`config.mk`:
```
export PLATFORM = sky130hd
export DESIGN_NAME = pkt_frame_fsm
export DESIGN_NICKNAME = d
export VERILOG_FILES = /design/src/rtl/pkt_frame_pkg.sv /design/src/rtl/pkt_frame_chan.sv /design/src/rtl/pkt_frame_fsm.sv
export SDC_FILE = /design/constraint.sdc
export NUM_CORES = 1
export LEC_CHECK = 0
export ABC_AREA = 1
export CORE_AREA = 2 2 130 132
export CTS_CLUSTER_DIAMETER = 120
export DETAILED_ROUTE_END_ITERATION = 16
export DIE_AREA = 0 0 132 134
export PLACE_DENSITY = 0.75
export SLEW_MARGIN = 20
export SYNTH_ARGS = -nofsm -noshare
export SYNTH_HDL_FRONTEND = slang
export SYNTH_SLANG_ARGS = --single-unit
```
`constraint.sdc`:
```
create_clock -name clock -period 4 [get_ports clock]
set_input_delay 0.4 -clock clock [delete_from_list [all_inputs] [get_ports clock]]
set_output_delay 0.4 -clock clock [all_outputs]
set_load 0.02 [all_outputs]
```
`src/rtl/pkt_frame_pkg.sv`:
```
// -----------------------------------------------------------------------------
// pkt_frame_pkg
// Shared types and helpers for the packet-framing tracker:
//   state_e    : per-channel framing FSM state (IDLE / BODY / DRAIN)
//   err_code_e : framing error classification
//   sat_inc    : saturating increment used by the packet and error counters
// -----------------------------------------------------------------------------
package pkt_frame_pkg;

  typedef enum logic [1:0] {
    ST_IDLE  = 2'd0,
    ST_BODY  = 2'd1,
    ST_DRAIN = 2'd2
  } state_e;

  typedef enum logic [1:0] {
    ERR_NONE    = 2'd0,
    ERR_ORPHAN  = 2'd1,
    ERR_NESTED  = 2'd2,
    ERR_OVERLEN = 2'd3
  } err_code_e;

  // Increment val by one unless it has already reached max_val. Callers pass
  // counters zero-extended to 32 bits and truncate the result back.
  function automatic logic [31:0] sat_inc(input logic [31:0] val,
                                          input logic [31:0] max_val);
    logic [31:0] res;
    if (val >= max_val) begin
      res = max_val;
    end else begin
      res = val + 32'd1;
    end
    return res;
  endfunction

endpackage

```
`src/rtl/pkt_frame_chan.sv`:
```
// -----------------------------------------------------------------------------
// pkt_frame_chan
// One framing channel: head/tail/valid FSM, beat-length counter, completion and
// error pulses, sticky error code and saturating packet/error counters.
// Ports:
//   clock, reset     : rising-edge clock, asynchronous active-high reset
//   clear            : synchronous clear of counters and sticky error code
//   valid/head/tail  : beat qualifiers for this channel
//   state            : current FSM state
//   pkt_done, err    : one-cycle event pulses
//   pkt_len          : length of the last completed packet (held)
//   err_code         : most recent error code (held until next error / clear)
//   pkt_count        : saturating count of completed packets
//   err_count        : saturating count of framing errors
// -----------------------------------------------------------------------------
module pkt_frame_chan
  import pkt_frame_pkg::*;
#(
  parameter int MAX_LEN = 16,
  parameter int CNT_W   = 8,
  parameter int LEN_W   = $clog2(MAX_LEN + 1)
) (
  input  logic             clock,
  input  logic             reset,
  input  logic             clear,
  input  logic             valid,
  input  logic             head,
  input  logic             tail,
  output logic [1:0]       state,
  output logic             pkt_done,
  output logic [LEN_W-1:0] pkt_len,
  output logic             err,
  output logic [1:0]       err_code,
  output logic [CNT_W-1:0] pkt_count,
  output logic [CNT_W-1:0] err_count
);

  localparam logic [LEN_W-1:0] MAX_LEN_L = LEN_W'(MAX_LEN);
  localparam logic [LEN_W-1:0] LEN_ZERO  = LEN_W'(0);
  localparam logic [LEN_W-1:0] LEN_ONE   = LEN_W'(1);
  localparam logic [31:0]      CNT_MAX   = 32'((64'd1 << CNT_W) - 64'd1);

  state_e           state_q, state_d;
  logic [LEN_W-1:0] len_q, len_d;
  logic [LEN_W-1:0] pkt_len_q, pkt_len_d;
  logic             pkt_done_q, pkt_done_d;
  logic             err_q, err_d;
  err_code_e        err_code_q, err_code_d;
  logic [CNT_W-1:0] pkt_count_q, pkt_count_d;
  logic [CNT_W-1:0] err_count_q, err_count_d;

  // Events decided by the next-state logic, consumed by the output logic.
  logic             done_s;
  logic             err_s;
  err_code_e        code_s;
  logic [LEN_W-1:0] done_len_s;
  logic [LEN_W-1:0] len_inc_s;

  // State register: every flop of the channel, async reset to idle values.
  always_ff @(posedge clock or posedge reset) begin
    if (reset) begin
      state_q     <= ST_IDLE;
      len_q       <= LEN_ZERO;
      pkt_len_q   <= LEN_ZERO;
      pkt_done_q  <= 1'b0;
      err_q       <= 1'b0;
      err_code_q  <= ERR_NONE;
      pkt_count_q <= {CNT_W{1'b0}};
      err_count_q <= {CNT_W{1'b0}};
    end else begin
      state_q     <= state_d;
      len_q       <= len_d;
      pkt_len_q   <= pkt_len_d;
      pkt_done_q  <= pkt_done_d;
      err_q       <= err_d;
      err_code_q  <= err_code_d;
      pkt_count_q <= pkt_count_d;
      err_count_q <= err_count_d;
    end
  end

  // Next-state logic: walks the framing rules for the current beat.
  always_comb begin
    state_d    = state_q;
    len_d      = len_q;
    done_s     = 1'b0;
    err_s      = 1'b0;
    code_s     = ERR_NONE;
    done_len_s = len_q;
    len_inc_s  = len_q + LEN_ONE;
    if (valid) begin
      case (state_q)
        ST_BODY: begin
          if (head) begin
            // Nested head: flag it, then restart as a fresh packet.
            err_s  = 1'b1;
            code_s = ERR_NESTED;
            if (tail) begin
              done_s     = 1'b1;
              done_len_s = LEN_ONE;
              state_d    = ST_IDLE;
              len_d      = LEN_ZERO;
            end else begin
              state_d = ST_BODY;
              len_d   = LEN_ONE;
            end
          end else if (tail) begin
            // A tail on beat MAX_LEN is still a legal completion.
            done_s     = 1'b1;
            done_len_s = len_inc_s;
            state_d    = ST_IDLE;
            len_d      = LEN_ZERO;
          end else if (len_inc_s == MAX_LEN_L) begin
            err_s   = 1'b1;
            code_s  = ERR_OVERLEN;
            state_d = ST_DRAIN;
            len_d   = LEN_ZERO;
          end else begin
            len_d = len_inc_s;
          end
        end
        ST_DRAIN: begin
          if (head) begin
            if (tail) begin
              done_s     = 1'b1;
              done_len_s = LEN_ONE;
              state_d    = ST_IDLE;
              len_d      = LEN_ZERO;
            end else begin
              state_d = ST_BODY;
              len_d   = LEN_ONE;
            end
          end else if (tail) begin
            // Tail of the over-length packet closes it silently.
            state_d = ST_IDLE;
            len_d   = LEN_ZERO;
          end else begin
            state_d = ST_DRAIN;
          end
        end
        default: begin
          // IDLE, and the unreachable encoding 3 which behaves as IDLE.
          if (head) begin
            if (tail) begin
              done_s     = 1'b1;
              done_len_s = LEN_ONE;
              state_d    = ST_IDLE;
              len_d      = LEN_ZERO;
            end else begin
              state_d = ST_BODY;
              len_d   = LEN_ONE;
            end
          end else begin
            err_s   = 1'b1;
            code_s  = ERR_ORPHAN;
            state_d = ST_IDLE;
            len_d   = LEN_ZERO;
          end
        end
      endcase
    end else begin
      state_d = state_q;
      len_d   = len_q;
    end
  end

  // Output logic: pulses, held length/code and saturating counters.
  always_comb begin
    pkt_done_d = done_s;
    err_d      = err_s;
    if (done_s) begin
      pkt_len_d = done_len_s;
    end else begin
      pkt_len_d = pkt_len_q;
    end
    if (clear) begin
      err_code_d  = ERR_NONE;
      pkt_count_d = {CNT_W{1'b0}};
      err_count_d = {CNT_W{1'b0}};
    end else begin
      if (err_s) begin
        err_code_d = code_s;
      end else begin
        err_code_d = err_code_q;
      end
      if (done_s) begin
        pkt_count_d = CNT_W'(sat_inc(32'(pkt_count_q), CNT_MAX));
      end else begin
        pkt_count_d = pkt_count_q;
      end
      if (err_s) begin
        err_count_d = CNT_W'(sat_inc(32'(err_count_q), CNT_MAX));
      end else begin
        err_count_d = err_count_q;
      end
    end
  end

  assign state     = state_q;
  assign pkt_done  = pkt_done_q;
  assign pkt_len   = pkt_len_q;
  assign err       = err_q;
  assign err_code  = err_code_q;
  assign pkt_count = pkt_count_q;
  assign err_count = err_count_q;

endmodule

```
`src/rtl/pkt_frame_fsm.sv`:
```
// -----------------------------------------------------------------------------
// pkt_frame_fsm
// Multi-channel passive packet-framing tracker. Packs CHANNELS independent
// pkt_frame_chan instances onto flat vector ports.
// Ports:
//   clock, reset, clear : shared clock, async active-high reset, sync clear
//   valid, head, tail   : per-channel beat qualifiers (bit i = channel i)
//   state               : 2 bits per channel
//   pkt_done, err       : per-channel one-cycle pulses
//   pkt_len             : LEN_W bits per channel
//   err_code            : 2 bits per channel
//   pkt_count/err_count : CNT_W bits per channel
// -----------------------------------------------------------------------------
module pkt_frame_fsm
  import pkt_frame_pkg::*;
#(
  parameter int CHANNELS = 4,
  parameter int MAX_LEN  = 16,
  parameter int CNT_W    = 8,
  parameter int LEN_W    = $clog2(MAX_LEN + 1)
) (
  input  logic                      clock,
  input  logic                      reset,
  input  logic                      clear,
  input  logic [CHANNELS-1:0]       valid,
  input  logic [CHANNELS-1:0]       head,
  input  logic [CHANNELS-1:0]       tail,
  output logic [2*CHANNELS-1:0]     state,
  output logic [CHANNELS-1:0]       pkt_done,
  output logic [LEN_W*CHANNELS-1:0] pkt_len,
  output logic [CHANNELS-1:0]       err,
  output logic [2*CHANNELS-1:0]     err_code,
  output logic [CNT_W*CHANNELS-1:0] pkt_count,
  output logic [CNT_W*CHANNELS-1:0] err_count
);

  for (genvar i = 0; i < CHANNELS; i++) begin : g_chan
    pkt_frame_chan #(
      .MAX_LEN (MAX_LEN),
      .CNT_W   (CNT_W),
      .LEN_W   (LEN_W)
    ) u_chan (
      .clock     (clock),
      .reset     (reset),
      .clear     (clear),
      .valid     (valid[i]),
      .head      (head[i]),
      .tail      (tail[i]),
      .state     (state[2*i +: 2]),
      .pkt_done  (pkt_done[i]),
      .pkt_len   (pkt_len[LEN_W*i +: LEN_W]),
      .err       (err[i]),
      .err_code  (err_code[2*i +: 2]),
      .pkt_count (pkt_count[CNT_W*i +: CNT_W]),
      .err_count (err_count[CNT_W*i +: CNT_W])
    );
  end

endmodule

```
==> impl_metrics.tcl, run 1 <==
set metrics [dict create \
    grt_first_pass_wirelength_microns 31500 \
    drc 0 \
    rsz0062_at_grt "false" \
    async_flop_share_pct 100 \
    placed_cells 1268 \
    ys_seq_area_share_pct 41.2 \
    irDropWorstVdd_mv 0.310 \
    slowest_stage "clkdlybuf4s50_1" \
    postCtsHoldBufs 0 \
    areaGrowthSynthToFinish_pct 23.5 \
    startpoint_type "flip-flop" \
    route.vias.total 6866 \
    setup_tns_ns 0 \
    fp.dieH_microns 134 \
    grt_overflow_total 0 \
    wire_per_inst_microns 14.1 \
    viasPerCell 5.28 \
    yosysUniqueCellTypes 42 \
    io_pins 123 \
    cap_violations 0 \
    fin_crit_sh_pct 50.5 \
    num_antenna_cells 0 \
    instances_no_fill 1300 \
    yosysTopAreaCellShare_pct 41.2 \
    detail-route-antenna-nets 0 \
    max_slew.worst_pin.slew_ns 0.716 \
    path_cells "clkdlybuf4s50_1" \
    portBuffers 122 \
    path_depth 1 \
    placed_area_sq_mm 0.00907 \
    synthTopCellsByArea "dfrtp_1 (41%), nand2_1 (9.4%), inv_1 (6.2%)" \
    fmax_mhz 495 \
    synth.net_count 996 \
    criticalPathCategory "flip-flop to primary output" \
    regToRegSetupSlack_ns 2.20 \
    ys_top_cells_by_count "nand2_1 (195), inv_1 (129), dfrtp_1 (128)" \
    synth_warnings 0 \
    rows 47 \
    die_area_sq_mm 0.0177 \
    antenna_found_initial 0 \
    final_area_sq_mm 0.00961 \
    yosys_register_bits 128 \
    grt_start_max_net_pins 79 \
    htree_levels 4 \
    firstDrtPassIters 5 \
    drive_gt1_share_pct 12.6 \
    total_power_uw 3270 \
    reg2reg_from "g_chan[0].u_chan.state[1]" \
    power_density_mw_per_mm2 341 \
    critPathBufInv 1 \
    cts_setup_buffers 0 \
    critPathArrivalTime_ns 1.62 \
    crit_fanout 8 \
    p_leak_uw 0.00438 \
    initial_utilization_pct 47.8 \
    cts_tree "yes" \
    grt_pass1_vias 6563 \
    drt_iter0_drc 452 \
    path_clk_slew_ns 0.06 \
    cts_buffers 17 \
    clockBufferDepth 2 \
    clock-sinks 128 \
    setup_violations 0 \
    syn_avg_cell_area_sq_um 8.16 \
    hp-class "input port to asynchronous set/reset pin" \
    synthFlopType "dfrtp_1" \
    worstPathRequired_ns 3.60 \
    synth_area_sq_mm 0.00778 \
    max_stage_delay_ns 0.70 \
    final_nets 1110 \
    core_sq_mm 0.0163 \
    clock_latency_ns 0.42 \
    finalWirelength_microns 18300 \
    clockRootBuffer "clkbuf_16" \
    crit_family "buffers and inverters" \
    critPathCaptureType "primary output" \
    maxSlewHeadroom_pct 52.3 \
    grt.total_usage_pct 21.7 \
    fin_util_pct 59.0 \
    cts_resized 0 \
    synth_area_leader_cell "dfrtp_1" \
    synth_edf_count 0 \
    die_w_microns 132 \
    min_period_ns 2.02 \
    timing.rr.end "g_chan[0].u_chan.pkt_count[4]" \
    status "finished, final reports clean" \
    yosysMostFrequentCell "nand2_1" \
    dp_hpwl_microns 13000 \
    finalClockSkew_ns 0.00556 \
    finalHoldViolCount 0 \
    syn_inst 953 \
    reg2regPathDepth 10 \
    globalplace.congestion 0.858 \
    drv_slew 0 \
]
## stage by stage
| stage | worst slack, ns | hold slack [ns] |
|---|---|---|
| finish | 1.98 | 0.483 |
| global route | 1.93 | 0.517 |
| CTS | 1.98 | 0.492 |
| detailed placement | 1.73 | 0.478 |
| global placement | 1.79 | 0.466 |
| floorplan | 0.187 | 0.512 |
## kinds of logic after synthesis
logic type	share of synthesized area, %
adders and majority gates	4.50
buffers and inverters	10.4
AOI/OAI and AO/OA	12.0
and+or+nand+nor	31.4
xor gates and xnor gates	0.563
DFF	41.2
## power breakdown
part | leakage (uW) | internal [uW] | switching, uW
sequential | 0.00175 | 1340 | 43.6
clock | 0.000269 | 879 | 540
combinational | 0.00236 | 164 | 305
## area by class of cell
cell class	count	area (sq um)
multi-input cells	646	3770
clock buffers	25	475
repair buffers	126	1260
well taps	220	275
flip-flops and latches	128	3200
clock inverters	7	60.1
inverters	148	564
fillers	1419	6680
## sequential cells by signal, indices dropped and copies added (netlist names)
signal and count:
g_chan.u_chan.err_code 8, g_chan.u_chan.state 8, g_chan.u_chan.pkt_done 4, g_chan.u_chan.pkt_len 20, g_chan.u_chan.len_q 20, g_chan.u_chan.pkt_count 32, g_chan.u_chan.err_count 32, g_chan.u_chan.err 4
## layer usage
layer  up-vias  part of all wire [%]  global-route usage [%]
li1       3405                     -                       -
met1      3234                    45                    28.5
met2       201                    47                    35.8
met3        26                   6.0                    5.03
met4         0                   1.6                    6.76
met5         -                     0                       0
## worst max-delay path by stage
stage,startpoint,end,slack (ns)
after floorplan,reset,g_chan[0].u_chan.err,0.19
after global placement,clear,g_chan[2].u_chan.pkt_count[3],1.79
after detailed placement,clear,g_chan[2].u_chan.pkt_count[7],1.73
after CTS,g_chan[3].u_chan.err_count[4],err_count[28],1.98
after global routing,g_chan[3].u_chan.err_count[4],err_count[28],1.93
final,g_chan[1].u_chan.err_count[4],err_count[12],1.98
## layout by cell type (no fill, tap or decap), drive strengths merged, types with 3 or more instances in the layout
cell             n
a21oi           35
a31oi            5
buf              4
clkbuf          25
clkdlybuf4s50  122
clkinv           7
dfrtp          128
ha              28
inv            147
nand2          209
nand3          127
nand4           55
nor2            57
nor3             6
o21a             3
o21ai           93
o22ai           12
xnor2            4
(Power assumes the default switching activity.)
==> run 2: changes to the inputs <==
==> constraint.sdc (replaced) <==
create_clock -name clock -period 1.7 [get_ports clock]
set_input_delay 0.17 -clock clock [delete_from_list [all_inputs] [get_ports clock]]
set_output_delay 0.17 -clock clock [all_outputs]
set_load 0.02 [all_outputs]
==> impl_metrics.tcl, run 2 (synthesis gave the netlist of run 1 again) <==
set metrics [dict create \
    fp.dieH_microns 134 \
    clock-sinks 128 \
    final_cell_mix "nand2_1 (195), inv_1 (128), dfrtp_1 (127)" \
    p_clk_share_pct 43.0 \
    min_period_ns 1.67 \
    fmax_mhz 599 \
    maxSlewHeadroom_pct 74.6 \
    power_density_mw_per_mm2 787 \
    status "finished, final reports clean" \
    slowest_stage "clkdlybuf4s50_1" \
    rows 47 \
    grt_first_pass_wirelength_microns 31500 \
    wl_met3_microns 789 \
    crit_start "g_chan[1].u_chan.pkt_count[1]" \
    htree_levels 4 \
    max_slew.worst_pin.slew_ns 0.380 \
    power_switching_share_pct 27.3 \
    max_stage_delay_ns 0.66 \
    io_pins 123 \
    met1_length_microns 8700 \
    initial_utilization_pct 47.8 \
    rsz0062_at_grt "false" \
    critPathCaptureType "primary output" \
    drive_gt1_share_pct 16.7 \
    final_common_cell "nand2_1" \
    detail-route-antenna-nets 0 \
    critPathArrivalTime_ns 1.50 \
    antenna_found_initial 0 \
    finalHoldViolCount 0 \
    clockRootBuffer "clkbuf_16" \
    dp_hpwl_microns 13600 \
    irDropWorstVdd_mv 0.675 \
    finalWirelength_microns 19000 \
    portBuffers 122 \
    crit_family "buffers and inverters" \
    regToRegSetupSlack_ns 0.09 \
    finalClockSkew_ns 0.00855 \
    path_clk_slew_ns 0.05 \
    criticalPathCategory "flip-flop to primary output" \
    fin_crit_sh_pct 98.2 \
    p_int_uw 5740 \
    seqPwrFrac_pct 41.1 \
    globalplace.congestion 0.859 \
    areaGrowthSynthToFinish_pct 28.8 \
    grt_pass1_vias 6664 \
    cts_tree "yes" \
    clock_latency_ns 0.42 \
    p_leak_uw 0.00493 \
    grt.total_usage_pct 21.7 \
    final_nets 1148 \
    viasPerCell 5.23 \
    drv_slew 0 \
    firstDrtPassIters 7 \
    path_cells "clkdlybuf4s50_1" \
    nFillCells 1398 \
    core_sq_mm 0.0163 \
    drc 0 \
    setup_tns_ns 0 \
    top_layer_used "met4" \
    die_area_sq_mm 0.0177 \
    route.vias.total 6995 \
    fin_util_pct 61.5 \
    drt_iter0_drc 405 \
    die_w_microns 132 \
    pwr-share-comb_pct 15.8 \
    reg2reg_from "g_chan[3].u_chan.len_q[1]" \
    cts_buffers 17 \
    wl_met2_microns 9150 \
    num_antenna_cells 0 \
    worstPathRequired_ns 1.53 \
    hold_path_startpoint "valid[0]" \
    wire_per_inst_microns 14.2 \
    setup_violations 0 \
    cap_violations 0 \
    switching_power_uw 2150 \
    grt_start_max_net_pins 68 \
    grt_overflow_total 0 \
    clockBufferDepth 2 \
    startpoint_type "flip-flop" \
    hp-class "input port to flip-flop" \
    critPathBufInv 1 \
    crit_fanout 4 \
]
-- run 2: cell types whose count changed in the layout (fill, tap and decap cells not counted), sizes merged, moves of 12 or more --
cell,change
buf,+36
dlygate4sd2,+12
clkdlybuf4s50,-29
dlymetal6s2s,+17
-- run 2: repair_timing --
action / CTS / global route
pin swaps: 0 / 3
gates resized for setup: 12 / 33
cloned: 0 / 1
endpoints found under the setup margin: 12 / 58
hold buffers: 1 / 0
endpoints found under the hold margin: 1 / 0
setup buffers: 0 / 1
-- run 2: cell type report --
| cell class | count | area, sq um | area share [%] |
|---|---|---|---|
| clock inverters | 7 | 60.1 | 0.599 |
| multi-input cells | 647 | 3840 | 38.3 |
| well taps | 220 | 275 | 2.75 |
| clock buffers | 24 | 482 | 4.81 |
| flip-flops and latches | 128 | 3200 | 32.0 |
| repair buffers | 163 | 1600 | 15.9 |
| inverters | 148 | 563 | 5.62 |
-- run 2: per-layer routing --
metal  GRT usage (%)  up-vias
li1                -     3499
met1            28.3     3312
met2            35.4      158
met3            4.23       26
met4            9.42        0
met5               0        -
-- run 2: worst paths after layout --
kind / cells after the start / end
min: 3 / g_chan[0].u_chan.pkt_len[4]
min reg2reg: 2 / g_chan[0].u_chan.pkt_len[4]
max in group asynchronous: 4 / g_chan[0].u_chan.err_count[1]
max: 1 / pkt_count[9]
min in group asynchronous: 3 / g_chan[1].u_chan.pkt_count[5]
max reg2reg: 8 / g_chan[3].u_chan.err_count[0]
-- run 2: power by group through the flow --
stage	sequential, uW	combinational [uW]	clock (uW)
CTS	3240	1230	3440
finish	3240	1250	3390
global route	3260	1370	3580
floorplan	3390	679	0
detailed placement	3290	1230	0
global placement	3290	1210	0
-- run 2: through the flow --
| step | hold slack, ns | cells | cell area (sq um) | setup WS (ns) | total power (uW) |
|---|---|---|---|---|---|
| 2_1_floorplan | 0.315 | 953 | 7780 | -0.0512 | 4070 |
| 3_3_place_gp | 0.420 | 1303 | 9360 | 0.0406 | 4500 |
| 3_5_place_dp | 0.435 | 1303 | 9360 | 0.00268 | 4520 |
| 4_1_cts | 0.413 | 1335 | 9900 | 0.00233 | 7910 |
| 5_1_grt | 0.465 | 1337 | 10000 | 0.00145 | 8210 |
| 6_report | 0.421 | 1337 | 10000 | 0.0311 | 7890 |
